===== config.mk =====
export PLATFORM = sky130hd
export DESIGN_NAME = mesi_cache_ctrl
export DESIGN_NICKNAME = d
export VERILOG_FILES = /design/src/rtl/mesi_pkg.sv /design/src/rtl/mesi_next_state.sv /design/src/rtl/mesi_cache_ctrl.sv
export SDC_FILE = /design/constraint.sdc
export NUM_CORES = 1
export LEC_CHECK = 0
export BUFFER_PORTS_ARGS = -buffer_cell sky130_fd_sc_hd__buf_2
export CAP_MARGIN = 20
export CORE_ASPECT_RATIO = 1.4
export CORE_MARGIN = 2
export CORE_UTILIZATION = 50
export DETAILED_ROUTE_END_ITERATION = 8
export PLACE_DENSITY = 0.77
export SLEW_MARGIN = 10
export SYNTH_ARGS = -nofsm -noshare
export SYNTH_HDL_FRONTEND = slang
export SYNTH_SLANG_ARGS = --single-unit
export TNS_END_PERCENT = 1

===== constraint.sdc =====
create_clock -name clock_i -period 3.43 [get_ports clock_i]
set_input_delay 1.029 -clock clock_i [delete_from_list [all_inputs] [get_ports clock_i]]
set_output_delay 1.029 -clock clock_i [all_outputs]
set_load 0.02 [all_outputs]

===== src/rtl/mesi_pkg.sv =====
// Shared encodings for the MESI cache-line controller: line states, bus
// operations and the controller FSM states.
package mesi_pkg;

    typedef enum logic [2:0] {
        LS_INVALID   = 3'b000,
        LS_MODIFIED  = 3'b001,
        LS_SHARED    = 3'b010,
        LS_EXCLUSIVE = 3'b011
    } line_state_e;

    typedef enum logic [1:0] {
        OP_NONE       = 2'b00,
        OP_READ_MISS  = 2'b01,
        OP_WRITE_MISS = 2'b10,
        OP_INVALIDATE = 2'b11
    } bus_op_e;

    typedef enum logic [1:0] {
        ST_IDLE = 2'b00,
        ST_BUS  = 2'b01,
        ST_DONE = 2'b10
    } ctrl_state_e;

    function automatic logic line_valid(input line_state_e s);
        return (s != LS_INVALID);
    endfunction

endpackage


===== src/rtl/mesi_next_state.sv =====
// Combinational per-line MESI transition and writeback decode, used once for
// the local CPU path and once for the snoop path.
module mesi_next_state
    import mesi_pkg::*;
(
    input  line_state_e cur_i,
    input  logic        snoop_i,
    input  bus_op_e     op_i,
    input  logic        write_i,
    input  logic        shared_i,
    output line_state_e nxt_o,
    output logic        wb_o
);

    // Snoop events demote/invalidate; CPU events upgrade on hit or fill on grant.
    always_comb begin
        nxt_o = cur_i;
        wb_o  = 1'b0;
        if (snoop_i) begin
            case (op_i)
                OP_READ_MISS: begin
                    if (cur_i == LS_MODIFIED || cur_i == LS_EXCLUSIVE) begin
                        nxt_o = LS_SHARED;
                    end else begin
                        nxt_o = cur_i;
                    end
                    wb_o = (cur_i == LS_MODIFIED);
                end
                OP_WRITE_MISS: begin
                    nxt_o = LS_INVALID;
                    wb_o  = (cur_i == LS_MODIFIED);
                end
                OP_INVALIDATE: begin
                    nxt_o = LS_INVALID;
                    wb_o  = 1'b0;
                end
                default: begin
                    nxt_o = cur_i;
                    wb_o  = 1'b0;
                end
            endcase
        end else begin
            case (op_i)
                OP_NONE: begin
                    if (write_i && (cur_i == LS_EXCLUSIVE || cur_i == LS_MODIFIED)) begin
                        nxt_o = LS_MODIFIED;
                    end else begin
                        nxt_o = cur_i;
                    end
                    wb_o = 1'b0;
                end
                OP_READ_MISS: begin
                    nxt_o = shared_i ? LS_SHARED : LS_EXCLUSIVE;
                    wb_o  = (cur_i == LS_MODIFIED);
                end
                OP_WRITE_MISS: begin
                    nxt_o = LS_MODIFIED;
                    wb_o  = (cur_i == LS_MODIFIED);
                end
                OP_INVALIDATE: begin
                    nxt_o = LS_MODIFIED;
                    wb_o  = 1'b0;
                end
                default: begin
                    nxt_o = cur_i;
                    wb_o  = 1'b0;
                end
            endcase
        end
    end

endmodule


===== src/rtl/mesi_cache_ctrl.sv =====
// MESI coherence controller: one outstanding CPU request per time, per-line
// state tracking, bus arbitration and snoop handling every cycle.
module mesi_cache_ctrl
    import mesi_pkg::*;
#(
    parameter int NUM_LINES = 4,
    parameter int IDX_W     = $clog2(NUM_LINES)
) (
    input  logic                   clock_i,
    input  logic                   reset_i,
    input  logic                   cpu_valid_i,
    input  logic                   cpu_write_i,
    input  logic                   cpu_hit_i,
    input  logic [IDX_W-1:0]       cpu_idx_i,
    output logic                   cpu_ready_o,
    output logic                   bus_req_o,
    input  logic                   bus_gnt_i,
    output logic [1:0]             bus_op_o,
    output logic                   bus_wb_o,
    input  logic                   bus_shared_i,
    input  logic                   snoop_valid_i,
    input  logic                   snoop_hit_i,
    input  logic [1:0]             snoop_op_i,
    input  logic [IDX_W-1:0]       snoop_idx_i,
    output logic                   snoop_wb_o,
    output logic [3*NUM_LINES-1:0] line_state_o
);

    ctrl_state_e      state_q, state_d;
    logic [IDX_W-1:0] idx_q, idx_d;
    bus_op_e          op_q, op_d;
    logic             wb_q, wb_d;
    logic             req_q, req_d;
    logic             ready_q, ready_d;
    logic             snoop_wb_q, snoop_wb_d;
    line_state_e      lines_q [NUM_LINES];
    line_state_e      lines_d [NUM_LINES];

    line_state_e      cpu_cur_s, cpu_nxt_s, snp_cur_s, snp_nxt_s;
    bus_op_e          req_op_s, cpu_op_s;
    logic             cpu_wb_s, snp_wb_s;
    logic             accept_s, grant_s, cpu_upd_s, snp_act_s;
    logic [IDX_W-1:0] cpu_upd_idx_s;

    // Request classification and CPU-path operand selection.
    always_comb begin
        accept_s      = (state_q == ST_IDLE) && cpu_valid_i;
        grant_s       = (state_q == ST_BUS) && bus_gnt_i;
        cpu_cur_s     = (state_q == ST_IDLE) ? lines_q[cpu_idx_i] : lines_q[idx_q];
        cpu_upd_idx_s = (state_q == ST_IDLE) ? cpu_idx_i : idx_q;
        req_op_s      = OP_NONE;
        if (cpu_hit_i && line_valid(cpu_cur_s)) begin
            req_op_s = (cpu_write_i && cpu_cur_s == LS_SHARED) ? OP_INVALIDATE : OP_NONE;
        end else begin
            req_op_s = cpu_write_i ? OP_WRITE_MISS : OP_READ_MISS;
        end
        cpu_op_s  = (state_q == ST_IDLE) ? req_op_s : op_q;
        cpu_upd_s = grant_s || (accept_s && req_op_s == OP_NONE);
    end

    mesi_next_state u_cpu_ns (
        .cur_i    (cpu_cur_s),
        .snoop_i  (1'b0),
        .op_i     (cpu_op_s),
        .write_i  (cpu_write_i),
        .shared_i (bus_shared_i),
        .nxt_o    (cpu_nxt_s),
        .wb_o     (cpu_wb_s)
    );

    // A snoop sees the line after a same-cycle local upgrade; a same-line grant overrides it.
    always_comb begin
        snp_cur_s = (cpu_upd_s && snoop_idx_i == cpu_upd_idx_s) ? cpu_nxt_s
                                                                : lines_q[snoop_idx_i];
        snp_act_s = snoop_valid_i && snoop_hit_i && line_valid(snp_cur_s)
                    && !(grant_s && snoop_idx_i == idx_q);
    end

    mesi_next_state u_snoop_ns (
        .cur_i    (snp_cur_s),
        .snoop_i  (1'b1),
        .op_i     (bus_op_e'(snoop_op_i)),
        .write_i  (1'b0),
        .shared_i (1'b0),
        .nxt_o    (snp_nxt_s),
        .wb_o     (snp_wb_s)
    );

    // Line-state next values and controller FSM next-state.
    always_comb begin
        state_d    = state_q;
        idx_d      = idx_q;
        op_d       = op_q;
        wb_d       = wb_q;
        req_d      = req_q;
        ready_d    = (state_q == ST_DONE);
        snoop_wb_d = snp_act_s && snp_wb_s;
        for (int i = 0; i < NUM_LINES; i++) begin
            lines_d[i] = (snp_act_s && snoop_idx_i == IDX_W'(i)) ? snp_nxt_s :
                         (cpu_upd_s && cpu_upd_idx_s == IDX_W'(i)) ? cpu_nxt_s :
                         lines_q[i];
        end
        case (state_q)
            ST_IDLE: begin
                if (accept_s) begin
                    idx_d = cpu_idx_i;
                    if (req_op_s == OP_NONE) begin
                        state_d = ST_DONE;
                    end else begin
                        state_d = ST_BUS;
                        op_d    = req_op_s;
                        wb_d    = cpu_wb_s;
                        req_d   = 1'b1;
                    end
                end else begin
                    state_d = ST_IDLE;
                end
            end
            ST_BUS: begin
                if (grant_s) begin
                    state_d = ST_DONE;
                    op_d    = OP_NONE;
                    wb_d    = 1'b0;
                    req_d   = 1'b0;
                end else if (op_q == OP_INVALIDATE && snp_act_s && snoop_idx_i == idx_q
                             && snp_nxt_s == LS_INVALID) begin
                    // Our shared copy was lost, so the upgrade must refetch the line.
                    op_d = OP_WRITE_MISS;
                end else begin
                    op_d = op_q;
                end
            end
            ST_DONE: begin
                state_d = ST_IDLE;
            end
            default: begin
                state_d = ST_IDLE;
                op_d    = OP_NONE;
                wb_d    = 1'b0;
                req_d   = 1'b0;
            end
        endcase
    end

    // State and output registers.
    always_ff @(posedge clock_i or posedge reset_i) begin
        if (reset_i) begin
            state_q    <= ST_IDLE;
            idx_q      <= '0;
            op_q       <= OP_NONE;
            wb_q       <= 1'b0;
            req_q      <= 1'b0;
            ready_q    <= 1'b0;
            snoop_wb_q <= 1'b0;
            for (int i = 0; i < NUM_LINES; i++) begin
                lines_q[i] <= LS_INVALID;
            end
        end else begin
            state_q    <= state_d;
            idx_q      <= idx_d;
            op_q       <= op_d;
            wb_q       <= wb_d;
            req_q      <= req_d;
            ready_q    <= ready_d;
            snoop_wb_q <= snoop_wb_d;
            for (int i = 0; i < NUM_LINES; i++) begin
                lines_q[i] <= lines_d[i];
            end
        end
    end

    assign cpu_ready_o = ready_q;
    assign bus_req_o   = req_q;
    assign bus_op_o    = op_q;
    assign bus_wb_o    = wb_q;
    assign snoop_wb_o  = snoop_wb_q;

    for (genvar g = 0; g < NUM_LINES; g++) begin : g_pack
        assign line_state_o[3*g +: 3] = lines_q[g];
    end

endmodule

* After elaboration in Yosys (flattened, before gate mapping) *
Index checks and enable logic that the tools add are counted.

operators by class
  mux-type cells = 47
  $add $sub $neg = 0
  multiply operators = 0
  shift operators = 0
  magnitude comparators = 3
  reductions and logical operators = 47
  bitwise operators = 4
  div/mod/pow operators = 0
  eq/ne operators = 26

operators by type and width
  cell                                                       count
  two-way mux 3 bit                                          18
  two-way mux 2 bit                                          12
  logical AND 1 bit                                          23
  == test 2 bit (second input constant)                      10
  binary-select mux 3 bit (select 2 bit)                     3
  == test 2 x 1 -> 1 bit (second input constant)             5
  zero test 2 bit                                            5
  OR reduction 2 bit                                         5
  == test 3 x 2 -> 1 bit (second input constant)             3
  greater-or-equal comparator 3 bit (second input constant)  3
  inverter 2 -> 3 bit                                        3
  one-hot mux 3 bit (3 select lines)                         1
  AND reduction 4 bit                                        2
  nonzero test 2 bit                                         4
  two-way mux 1 bit                                          7
  == test 3 x 1 -> 1 bit (second input constant)             2
  inequality test 2 bit (second input constant)              3
  one-hot mux 1 bit (3 select lines)                         2
  one-hot mux 2 bit (3 select lines)                         1
  one-hot mux 3 bit (2 select lines)                         1
  nonzero test 3 bit                                         2
  == test 2 bit                                              2
  one-hot mux 2 bit (2 select lines)                         1
  zero test 3 bit                                            1
  other kinds (6)                                            8

storage, ports and cells
  logic and storage cells = 138
  bits of input ports = 15
  bits in latches = 0
  bits in read-only memories = 0
  output and inout bits = 18
  memory bits (writable) = 0
  flip-flop bits (word level) = 22
  memories kept = 0

* Longest topological paths before layout *
  depth in word-level cells = 23
  depth in mapped cells = 18
  depth with buffers taken out = 16

* By module *
From an unflattened synthesis, not the netlist that was laid out.

second synthesis, totals
  cells, all modules = 249
  area, all modules = 2184.6 µm²

modules (own cells, without submodules)
  module           seq. area each (µm²)  instances  cells an instance  area each (µm²)
  mesi_cache_ctrl  550.5                 1          211                1889.3
  mesi_next_state  0.0                   2          19                 147.6

* Least setup slack after synthesis *
OpenSTA, ideal clock, no wires.

  kind = in2reg
  start = input port cpu_idx_i[0]
  end = register op_q[0] (netlist: bus_op_o[0])
  arrival = 4.228 ns
  path slack = -0.926 ns
  path buffers = 1
  library setup time = 0.127 ns
  data required time = 3.303 ns
  cell stages on the path = 16
  cells stage by stage = buf_6 > mux4_2 > a21oi_2 > a21oi_1 > nor4b_1 > a21oi_1 > inv_1 > ha_1 > nor2b_1 > a21oi_1 > and3b_1 > a21oi_1 > a2111oi_2 > a211oi_2 > a41o_1 > mux2_1

on the way
  cells in the longest elaborated chain, start to end = 22
  elaborated cells between the ends (all ways) = 48
  classes of those cells = eq/ne (11); mux (16); bitwise (1); reduce/logical (20)

ends and longest elaborated chain
  element                                                                  RTL line                                        text
  from (decl)                                                              mesi_cache_ctrl.sv:14                           input logic [IDX_W-1:0] cpu_idx_i,
  inverter 2 -> 3 bit (not written as such)                                mesi_cache_ctrl.sv:49                           cpu_cur_s = (state_q == ST_IDLE) ? lines_q[cpu_idx_i] : lines_q[idx_q];
  binary-select mux 3 bit (select 2 bit)                                   mesi_cache_ctrl.sv:49
  two-way mux 3 bit (not written as such) (2 in a row)                     mesi_cache_ctrl.sv:49
  two-way mux 3 bit                                                        mesi_cache_ctrl.sv:49
  == test 3 x 2 -> 1 bit                                                   mesi_cache_ctrl.sv:53                           req_op_s = (cpu_write_i && cpu_cur_s == LS_SHARED) ? OP_INVALIDATE : OP_NONE;
  logical AND 1 bit                                                        mesi_cache_ctrl.sv:53
  two-way mux 2 bit                                                        mesi_cache_ctrl.sv:53
  two-way mux 2 bit                                                        mesi_cache_ctrl.sv:52                           if (cpu_hit_i && line_valid(cpu_cur_s)) begin
  [5 not listed]                                                           -
  == test 3 x 1 -> 1 bit, or another cell as far along                     -
  logical OR 1 bit or logical AND 1 bit (tied branches)                    mesi_next_state.sv:22, mesi_cache_ctrl.sv:75
  two-way mux 3 bit or logical AND 1 bit (tied branches)                   mesi_next_state.sv:22, mesi_cache_ctrl.sv:76
  one-hot mux 3 bit (2 select lines) or logical AND 1 bit (tied branches)  mesi_next_state.sv:20, mesi_cache_ctrl.sv:125
  zero test 3 bit or logical AND 1 bit (tied branches)                     mesi_cache_ctrl.sv:126, mesi_cache_ctrl.sv:125
  logical AND 1 bit                                                        mesi_cache_ctrl.sv:126                          && snp_nxt_s == LS_INVALID) begin
  inequality test 3 x 2 -> 1 bit (no line)                                 -
  AND reduction 4 bit (no line)                                            -
  to (signal assigned)                                                     mesi_cache_ctrl.sv:161                          op_q <= op_d;
  to (decl)                                                                mesi_cache_ctrl.sv:31                           bus_op_e op_q, op_d;

Several ways; a longest one is shown, not always the timed one. The select of a mux whose other input is x is not followed.
A chain may end at the register's enable or synchronous reset.

* Final worst setup path *
  start = input port cpu_idx_i[0]
  end = register lines_q (netlist bit line_state_o[1])

on the way
  cells in the longest elaborated chain, start to end = 19
  elaborated cells between the ends (all ways) = 44
  classes of those cells = eq/ne (9); mux (15); bitwise (1); reduce/logical (19)

ends and longest elaborated chain
  element                                                                  RTL line                                      text
  inverter 2 -> 3 bit (not written as such)                                mesi_cache_ctrl.sv:49
  binary-select mux 3 bit (select 2 bit)                                   mesi_cache_ctrl.sv:49
  two-way mux 3 bit (not written as such) (2 in a row)                     mesi_cache_ctrl.sv:49
  two-way mux 3 bit                                                        mesi_cache_ctrl.sv:49
  == test 3 x 2 -> 1 bit                                                   mesi_cache_ctrl.sv:53
  logical AND 1 bit                                                        mesi_cache_ctrl.sv:53
  two-way mux 2 bit                                                        mesi_cache_ctrl.sv:53
  two-way mux 2 bit                                                        mesi_cache_ctrl.sv:52
  [2 not listed]                                                           -
  OR reduction 2 bit (no line) or logical OR 1 bit (tied branches)         -
  one-hot mux 3 bit (3 select lines) or logical AND 1 bit (tied branches)  mesi_next_state.sv:43, mesi_cache_ctrl.sv:73
  two-way mux 3 bit                                                        mesi_cache_ctrl.sv:73                         snp_cur_s = (cpu_upd_s && snoop_idx_i == cpu_upd_idx_s) ? cpu_nxt_s
  == test 3 x 1 -> 1 bit, or another cell as far along                     -
  logical OR 1 bit or logical AND 1 bit (tied branches)                    mesi_next_state.sv:22, mesi_cache_ctrl.sv:75
  two-way mux 3 bit or logical AND 1 bit (tied branches)                   mesi_next_state.sv:22, mesi_cache_ctrl.sv:76
  one-hot mux 3 bit (2 select lines) or logical AND 1 bit (tied branches)  mesi_next_state.sv:20, mesi_cache_ctrl.sv:99
  two-way mux 3 bit or nonzero test 2 bit (tied branches)                  -
  to (signal, indexed assignment)                                          mesi_cache_ctrl.sv:167                        lines_q[i] <= lines_d[i];
  to (decl)                                                                mesi_cache_ctrl.sv:36                         line_state_e lines_q [NUM_LINES];

Several ways; a longest one is shown, not always the timed one. The select of a mux whose other input is x is not followed.

==> impl_metrics.json <==
{
  "violations": "negative setup slack",
  "grt_pass1_vias": 1949,
  "hold_violations": 0,
  "outcome": "complete, but fails checks",
  "yosysWarnings": 0,
  "max_freq_mhz": 259,
  "yosysSeqAreaShare": 0.290,
  "drc": 0,
  "wl_um": 5890,
  "timing.final.crit_share": 1.13,
  "yosysTopAreaCell": "dfrtp_1",
  "crit_family": "compound AO/OA/AOI/OAI gates",
  "hp-class": "reg2reg",
  "fp.dieH_um": 77.0,
  "cts_buffer_depth": 2,
  "synth_edf_count": 0,
  "fin_util": 0.706,
  "std_cell_rows": 26,
  "whs_ns": 0.482,
  "synth_common_cells": "mux2i_1 (30), dfrtp_1 (22), nand2_1 (19)",
  "post-route-min-period_ns": 3.86,
  "p_per_area_nw_per_um2": 907,
  "worst_slew_pin_slew_ns": 0.879,
  "cp_max_fo": 4,
  "finalSetupViolCount": 15,
  "dpl_cell_area_um2": 2390,
  "cp.arrival_ns": 4.05,
  "path_cells": "buf_8, mux4_2, a21oi_4, a21oi_4, nor4b_4, a21oi_2, inv_1, ha_2, nor2b_4, a21oi_1, and3b_2, a21oi_4, a2111oi_4, a211oi_2, buf_4, nor3b_2, buf_4, mux2i_1",
  "rsz0062_at_grt": "yes",
  "fin_skew_ns": 0.00326,
  "cts_sinks": 22,
  "leakage_nw": 1.23,
  "clockPowerShare": 0.083,
  "cp-end-kind": "register",
  "async_flop_share": 1.00,
  "synthesis.nets": 212,
  "vdd_ir_drop_max_mv": 0.636,
  "critical_path_class": "in2reg",
  "clockRootBuffer": "clkbuf_8",
  "drv_slew": 0,
  "drtIter0Drc": 67,
  "combPwrFrac": 0.735,
  "max_stage_delay_ns": 0.52,
  "cts_tree": "built",
  "p_switching_w": 0.00110,
  "ys_types": 57,
  "slew-limit-headroom": 0.414,
  "ys.flop_type": "dfrtp_1",
  "intPower_w": 0.00123,
  "die_w_um": 56.1,
  "dp_cells": 297,
  "syn-cell-area_um2": 1900,
  "grt_max_degree": 23,
  "wl_per_cell_um": 19.2,
  "seqPwrFrac": 0.182,
  "swShare": 0.471,
  "cts_max_level": 1,
  "ys_ff_latch": 22,
  "num_vias": 1872,
  "grt_pass1_wl_um": 9450,
  "cpMaxStageDelayCell": "mux4_2",
  "synth_top_area_share": 0.290,
  "fin_nets": 285,
  "cts_buffers": 3,
  "drive_gt1_frac": 0.449,
  "grt_overflow_total": 0,
  "dp_hpwl_um": 4350,
  "gp_routability_congestion": 0.927,
  "antenna_found_initial": 0,
  "netlist_instances": 193,
  "port-buffer-count": 32,
  "syn_area_per_cell_um2": 9.85,
  "clk_pin_slew_worst_paths_ns": 0.09,
  "required_ns": 3.62,
  "die_area_um2": 4320,
  "clk_latency_ns": 0.27,
  "cpMostUsedCell": "a21oi_4",
  "fin_area_um2": 2570,
  "yosysMostFrequentCell": "mux2i_1",
  "viasPerCell": 6.10,
  "path_buf_inv": 4,
  "fin_cells": 307,
  "ant_nets": 0,
  "grt_util_all_layers": 0.284,
  "worst_slack_ns": -0.432,
  "setup-tns-final_ns": -5.25,
  "dr.pass1.iters": 4,
  "diodes": 0,
  "io_pins": 33,
  "synth_area_leaders": "dfrtp_1 (29%), mux2i_1 (16%), mux4_2 (5.9%)",
  "start_kind": "input port",
  "syn_to_final_growth_pct": 35.4,
  "initial_core_util": 0.522,
  "drv_cap": 0,
  "core-area_um2": 3640
}
cell families (layout without fill, tap and decap cells):
family | after synthesis | after routing | share of synthesized area
adders and majority gates | 4 | 4 | 0.0263
and+or+nand+nor | 60 | 60 | 0.175
xor gates and xnor gates | 4 | 4 | 0.0184
buffers and inverters | 20 | 92 | 0.0481
AOI/OAI and AO/OA | 39 | 39 | 0.169
DFF | 22 | 22 | 0.290
muxes | 44 | 44 | 0.274
final timing paths:
| kind | from | end | slack, ns | cells past startpoint |
|---|---|---|---|---|
| setup / recovery | cpu_idx_i[0] | line_state_o[1]$_DFFE_PP0P_ | -0.43 | 18 |
| hold / removal | bus_req_o$_DFFE_PP0P_ | bus_req_o$_DFFE_PP0P_ | 0.48 | 2 |
| setup reg to reg | state_q[1]$_DFFE_PP0N_ | bus_op_o[1]$_DFFE_PP0P_ | -0.08 | 17 |
| hold reg to reg | bus_req_o$_DFFE_PP0P_ | bus_req_o$_DFFE_PP0P_ | 0.48 | 2 |
| max in group asynchronous | reset_i | line_state_o[10]$_DFFE_PP0P_ | 1.96 | 2 |
| min in group asynchronous | reset_i | idx_q[0]$_DFFE_PP0P_ | 0.93 | 2 |
metrics by stage:
step / setup slack, ns / power, W
floorplan: -0.667 / 0.00137
global placement: -0.683 / 0.00189
detailed placement: -0.775 / 0.00193
CTS: -0.411 / 0.00222
global route: -0.581 / 0.00247
finish: -0.432 / 0.00234
metal layers:
layer	up-vias	wire length [µm]	GRT usage
li1	855	-	-
met1	902	2140	0.320
met2	83	3010	0.486
met3	32	285	0.0219
met4	0	448	0.219
met5	-	0	0
timing repair:
action	CTS	global route
setup buffers	3	3
pin swaps	9	3
endpoints found under the setup margin	15	15
gates cloned	0	0
gates resized for setup	12	7
hold buffers	0	0
layout by cell type, fill, tap and decap left out, types with 4 or more instances in the layout:
master    instances
mux2_1            4
inv_1             9
mux4_2            5
buf_4            47
nand2_1          19
nor2_1            8
mux2i_1          30
a21oi_4           4
buf_2            31
clkbuf_8          4
a21oi_1           5
o21ai_0           4
dfrtp_1          22
worst min-delay path, stage by stage, from the launching register on:
cell	delay, ns
dfrtp_1	0.35
nand2_1	0.05
nand2_1	0.06
area by class of cell:
class / instances / area (µm²)
multi-input combinational: 151 / 1360
fill: 291 / 1070
sequential: 22 / 551
timing repair buffer: 79 / 523
clock buffer: 4 / 55.1
tap: 42 / 52.6
inverter: 9 / 33.8
power groups by stage:
stage                     clock, W  sequential (W)  combinational, W
after global routing      0.000206        0.000434           0.00183
after detailed placement         0        0.000426           0.00150
after CTS                 0.000196        0.000421           0.00160
after global placement           0        0.000425           0.00146
final                     0.000195        0.000424           0.00172
after floorplan                  0        0.000494          0.000872
state kept, by name, indices dropped and copies added, names as in the netlist:
| signal | count |
|---|---|
| idx_q | 2 |
| cpu_ready_o | 1 |
| snoop_wb_o | 1 |
| bus_op_o | 2 |
| line_state_o | 12 |
| bus_req_o | 1 |
| bus_wb_o | 1 |
| state_q | 2 |
Note: power is estimated with default switching activity, not from simulation.
